--- src/rtl/rca_seq_ctrl.sv ---
// Sequences a 64-bit add through an external 16-bit ripple-carry slice, LSB chunk first.
// Latency: done pulses in the cycle after edge 4*SETTLE, where edge 0 is the accepted start.
// Backpressure: start is taken only while ready (IDLE); it is ignored in RUN and DONE.
module rca_seq_ctrl #(
    parameter int unsigned SETTLE = 2
) (
    input  logic        clk,
    input  logic        rst,
    input  logic        start,
    input  logic [63:0] a,
    input  logic [63:0] b,
    input  logic        c_in,
    output logic        ready,
    output logic        done,
    output logic [63:0] sum,
    output logic        c_out,
    output logic [15:0] slice_a,
    output logic [15:0] slice_b,
    output logic        slice_cin,
    input  logic [15:0] slice_sum,
    input  logic        slice_cout
);

    typedef enum logic [1:0] {
        IDLE = 2'd0,
        RUN  = 2'd1,
        DONE = 2'd2
    } state_t;

    localparam logic [3:0] CNT_LAST = 4'(SETTLE - 1);

    state_t      state;
    state_t      state_nxt;
    logic [63:0] a_reg;
    logic [63:0] b_reg;
    // Only chunks 0..2 need holding; chunk 3 goes straight from the slice into sum.
    logic [47:0] acc;
    logic [1:0]  idx;
    logic [3:0]  cnt;
    logic        cy;
    logic        cnt_last;

    assign cnt_last = (cnt == CNT_LAST);

    always_comb begin
        state_nxt = state;
        ready     = 1'b0;
        done      = 1'b0;
        slice_a   = '0;
        slice_b   = '0;
        slice_cin = 1'b0;
        case (state)
            IDLE: begin
                ready = 1'b1;
                if (start) begin
                    state_nxt = RUN;
                end
            end
            RUN: begin
                slice_a   = a_reg[{idx, 4'b0000} +: 16];
                slice_b   = b_reg[{idx, 4'b0000} +: 16];
                slice_cin = cy;
                if (cnt_last && (idx == 2'd3)) begin
                    state_nxt = DONE;
                end
            end
            DONE: begin
                done      = 1'b1;
                state_nxt = IDLE;
            end
            default: begin
                state_nxt = IDLE;
            end
        endcase
    end

    always_ff @(posedge clk) begin
        if (rst) begin
            state <= IDLE;
            a_reg <= '0;
            b_reg <= '0;
            acc   <= '0;
            idx   <= '0;
            cnt   <= '0;
            cy    <= 1'b0;
            sum   <= '0;
            c_out <= 1'b0;
        end else begin
            state <= state_nxt;
            case (state)
                IDLE: begin
                    if (start) begin
                        a_reg <= a;
                        b_reg <= b;
                        cy    <= c_in;
                        idx   <= '0;
                        cnt   <= '0;
                    end
                end
                RUN: begin
                    if (cnt_last) begin
                        cy  <= slice_cout;
                        cnt <= '0;
                        if (idx == 2'd3) begin
                            sum   <= {slice_sum, acc};
                            c_out <= slice_cout;
                        end else begin
                            acc[{idx, 4'b0000} +: 16] <= slice_sum;
                            idx <= idx + 2'd1;
                        end
                    end else begin
                        cnt <= cnt + 4'd1;
                    end
                end
                default: begin
                end
            endcase
        end
    end

endmodule

--- config.mk ---
export PLATFORM = sky130hd
export DESIGN_NAME = rca_seq_ctrl
export DESIGN_NICKNAME = d
export VERILOG_FILES = /design/src/rtl/rca_seq_ctrl.sv
export SDC_FILE = /design/constraint.sdc
export NUM_CORES = 1
export LEC_CHECK = 0
export BUFFER_PORTS_ARGS = -buffer_cell sky130_fd_sc_hd__buf_2
export CAP_MARGIN = 20
export CORE_ASPECT_RATIO = 0.5
export CORE_MARGIN = 2
export CORE_UTILIZATION = 58
export CTS_BUF_LIST = sky130_fd_sc_hd__clkbuf_16
export DETAILED_ROUTE_END_ITERATION = 10
export HOLD_SLACK_MARGIN = 0.02
export PLACE_DENSITY = 0.93
export REMOVE_ABC_BUFFERS = 1
export SYNTH_ARGS = -nofsm -noshare
export SYNTH_HDL_FRONTEND = slang
export SYNTH_SLANG_ARGS = --single-unit
--- constraint.sdc ---
create_clock -name clk -period 5 [get_ports clk]
set_clock_uncertainty 0.2 [all_clocks]
set_input_delay 0.25 -clock clk [delete_from_list [all_inputs] [get_ports clk]]
set_output_delay 0.25 -clock clk [all_outputs]
set_load 0.02 [all_outputs]
==> results.yml <==
final_layout:
  layout.nets: 1623
  final_layout_size_suffix_gt1_share_pct: 22.3
  final_design_area_no_fill_mm2: 0.0138
  synth_to_layout_area_growth_pct: 33.3
sta:
  fmaxAchievable_mhz: 288
  rsz0062_at_grt: "false"
  worst_slew_pin_slew_ns: 0.982
  finalSetupViolations: 0
  setup_slack_ns: 1.53
  final_period_minus_worst_setup_slack_ns: 3.47
  min_period_over_period_pct: 69.5
  finalHoldViolCount: 0
  final_max_slew_viol_count: 0
  slew_headroom_pct: 34.6
  holdWs_ns: 0.0434
clock_tree:
  clkTransAtPathRegs_ns: 0.08
  post_cts.repair.setup_buffers: 0
  tritoncts_num_sinks: 250
  cts_inserted_buffers: 22
  tritoncts: "done"
  post_cts_resized: 0
  clkLatencyLatePin_ns: 0.50
  cts_htree_levels: 1
  cts_root_buf: "clkbuf_16"
  hold_buffers: 147
  clk_path_buf_depth: 3
routing:
  vias_per_cell: 5.71
  detailedRoute.firstIterationViolations: 619
  vias: 9802
  ant_nets: 0
  detailedRoute.firstPassIterationCount: 5
  detail_route.wirelength_mm: 31.5
  avgRoutedWirePerCell_um: 18.3
  remaining_drc_errors: 0
synthesis:
  yosysSeqAreaShare_pct: 48.4
  netlist.top_cell.by_area: "dfxtp_1"
  synth.yosys.warnings: 0
  post_synth_num_cell_types: 34
  syn_inst: 1135
  register_bit_total_from_synthesis: 250
  syn-mean-instance-area_um2: 9.12
  netlist.area_leader.share_pct: 48.4
  mappedNetlistArea_mm2: 0.0103
  netlist_top_cells_area: "dfxtp_1 (48%), nand2_1 (9.4%), nand2b_1 (7.9%), a21oi_1 (7.3%), mux4_2 (7.0%)"
worst_setup_path:
  critical_path.cell_chain: "inv_1 > ha_1 > nor4bb_1 > nand4_1 > o22ai_1"
  path_max_fanout: 36
  timing.setup.critical_path_class: "reg2reg"
  critical_path_buf_inv_count: 1
  timing.critical_path.arrival_ns: 3.66
  cp-end-kind: "flip-flop"
  worst_path_largest_cell_delay_ns: 0.97
  crit_path_start_kind: "flip-flop"
  timing.critical_path.max_delay_family: "simple AND/OR/NAND/NOR gates"
  cpMaxStageDelayCell: "dfxtp_2"
  timing.critical_path.required_ns: 5.19
placed_design:
  detailed_place.area_mm2: 0.0116
  dp_hpwl_mm: 16.6
  place.gp.congestion: 0.839
  detailedPlace.worstSlack_ns: 1.59
  port_buffers: 248
hold_path:
  min_path_type: "in2reg"
global_route:
  number_of_global_route_vias_before_repair: 10200
  grt_max_degree: 120
  initial_antenna_violation_count: 2
  grt_first_pass_wirelength_mm: 49.8
  grt_usage_pct: 32.8
  globalRouteOverflowTotal: 0
pwr:
  cellLeakagePower_uw: 0.00589
  power_per_cell_area_mw_per_mm2: 310
  power.ir.vdd_worst_mv: 0.267
die:
  design.die.area_mm2: 0.0190
  floorplan.initialDensity_pct: 59.3
  num_rows: 34
  chip_width_um: 193
  design.core.area_mm2: 0.0174
  ios: 249
  vert_die_dim_um: 98.5
flow_run:
  maximum_capacitance_violations: 0
outcome:
  status: "finished, final reports clean"
## cell usage after synthesis, drive strengths merged
cell,instances
a21o,2
a21oi,151
a221oi,1
a31oi,1
and2,32
and3,3
buf,47
clkbuf,50
dfxtp,250
ha,7
inv,5
mux2i,65
mux4,32
nand2,259
nand2b,131
nand3,3
nand4,18
nand4b,2
nand4bb,1
nor2,3
nor2b,5
nor3b,3
nor4b,1
nor4bb,4
o21ai,17
o21bai,2
o22ai,32
o311ai,2
or3,3
or3b,2
or4,1
## layout by cell type (no fill, tap or decap), types with 2 or more instances in the layout
| cell | instances |
|---|---|
| nand2_1 | 259 |
| dfxtp_1 | 248 |
| buf_2 | 247 |
| a21oi_1 | 151 |
| dlygate4sd3_1 | 147 |
| nand2b_1 | 131 |
| mux2i_1 | 65 |
| mux4_2 | 32 |
| and2_1 | 32 |
| o22ai_1 | 32 |
| clkbuf_16 | 23 |
| nand4_1 | 18 |
| o21ai_0 | 17 |
| buf_4 | 8 |
| inv_1 | 7 |
| ha_1 | 7 |
| clkinv_1 | 5 |
| nor2b_1 | 4 |
| nor2_1 | 3 |
| and3_1 | 3 |
| or3_1 | 3 |
| clkinvlp_4 | 3 |
| diode_2 | 2 |
| nor3b_2 | 2 |
| nor4bb_1 | 2 |
| o311ai_1 | 2 |
| o21bai_1 | 2 |
| nand4b_1 | 2 |
| nand3_1 | 2 |
| a21o_1 | 2 |
| bufinv_16 | 2 |
| clkinv_2 | 2 |
| clkinv_4 | 2 |
| dfxtp_2 | 2 |
## power by group
part | internal [µW] | switching [µW]
Clock | 942 | 764
Sequential | 2060 | 40.8
Combinational | 227 | 248
## layer usage
metal  GRT usage [%]  routed length, µm
met1            38.1              11800
met2            56.2              15400
met3            6.30               2230
met4            20.8               2020
met5               0                  0
## stage by stage
stage	total power (µW)	std cells	utilization, %	TNS [ns]
finish	4280	1718	79.1	0
floorplan	2340	1038	-	-357.96
CTS	4250	1715	78.9	0
global placement	2480	1529	66.4	0
detailed placement	2490	1529	66.4	0
global route	4420	1718	79.1	0
## final timing paths
path / to / start / slack [ns] / cells after the start
worst max-delay path: acc[21]$_SDFFE_PP0P_ / idx[1]$_SDFFE_PP0P_ / 1.53 / 5
worst min-delay path: a_reg[36]$_SDFFE_PP0P_ / rst / 0.04 / 2
worst max register to register: acc[21]$_SDFFE_PP0P_ / idx[1]$_SDFFE_PP0P_ / 1.53 / 5
worst min register to register: b_reg[33]$_SDFFE_PP0P_ / b_reg[33]$_SDFFE_PP0P_ / 0.25 / 2
## final cells by class
type / count / area (µm²)
Sequential cell: 250 / 5010
Multi-Input combinational cell: 783 / 4940
Fill cell: 1050 / 3640
Timing Repair Buffer: 405 / 2830
Clock buffer: 23 / 576
Tap cell: 234 / 293
Clock inverter: 16 / 136
Inverter: 5 / 18.8
Antenna cell: 2 / 5.00
## logic make-up (layout without fill, tap and decap cells)
group / Yosys count / count (layout) / share of synthesized area, %
flops: 250 / 250 / 48.4
buf+inv: 102 / 449 / 4.38
other cells: 0 / 2 / 0
fa+ha+maj: 7 / 7 / 0.846
compound gates: 208 / 208 / 10.7
simple gates: 471 / 471 / 22.5
mux: 97 / 97 / 13.2
Note: power is estimated with default switching activity, not from simulation.
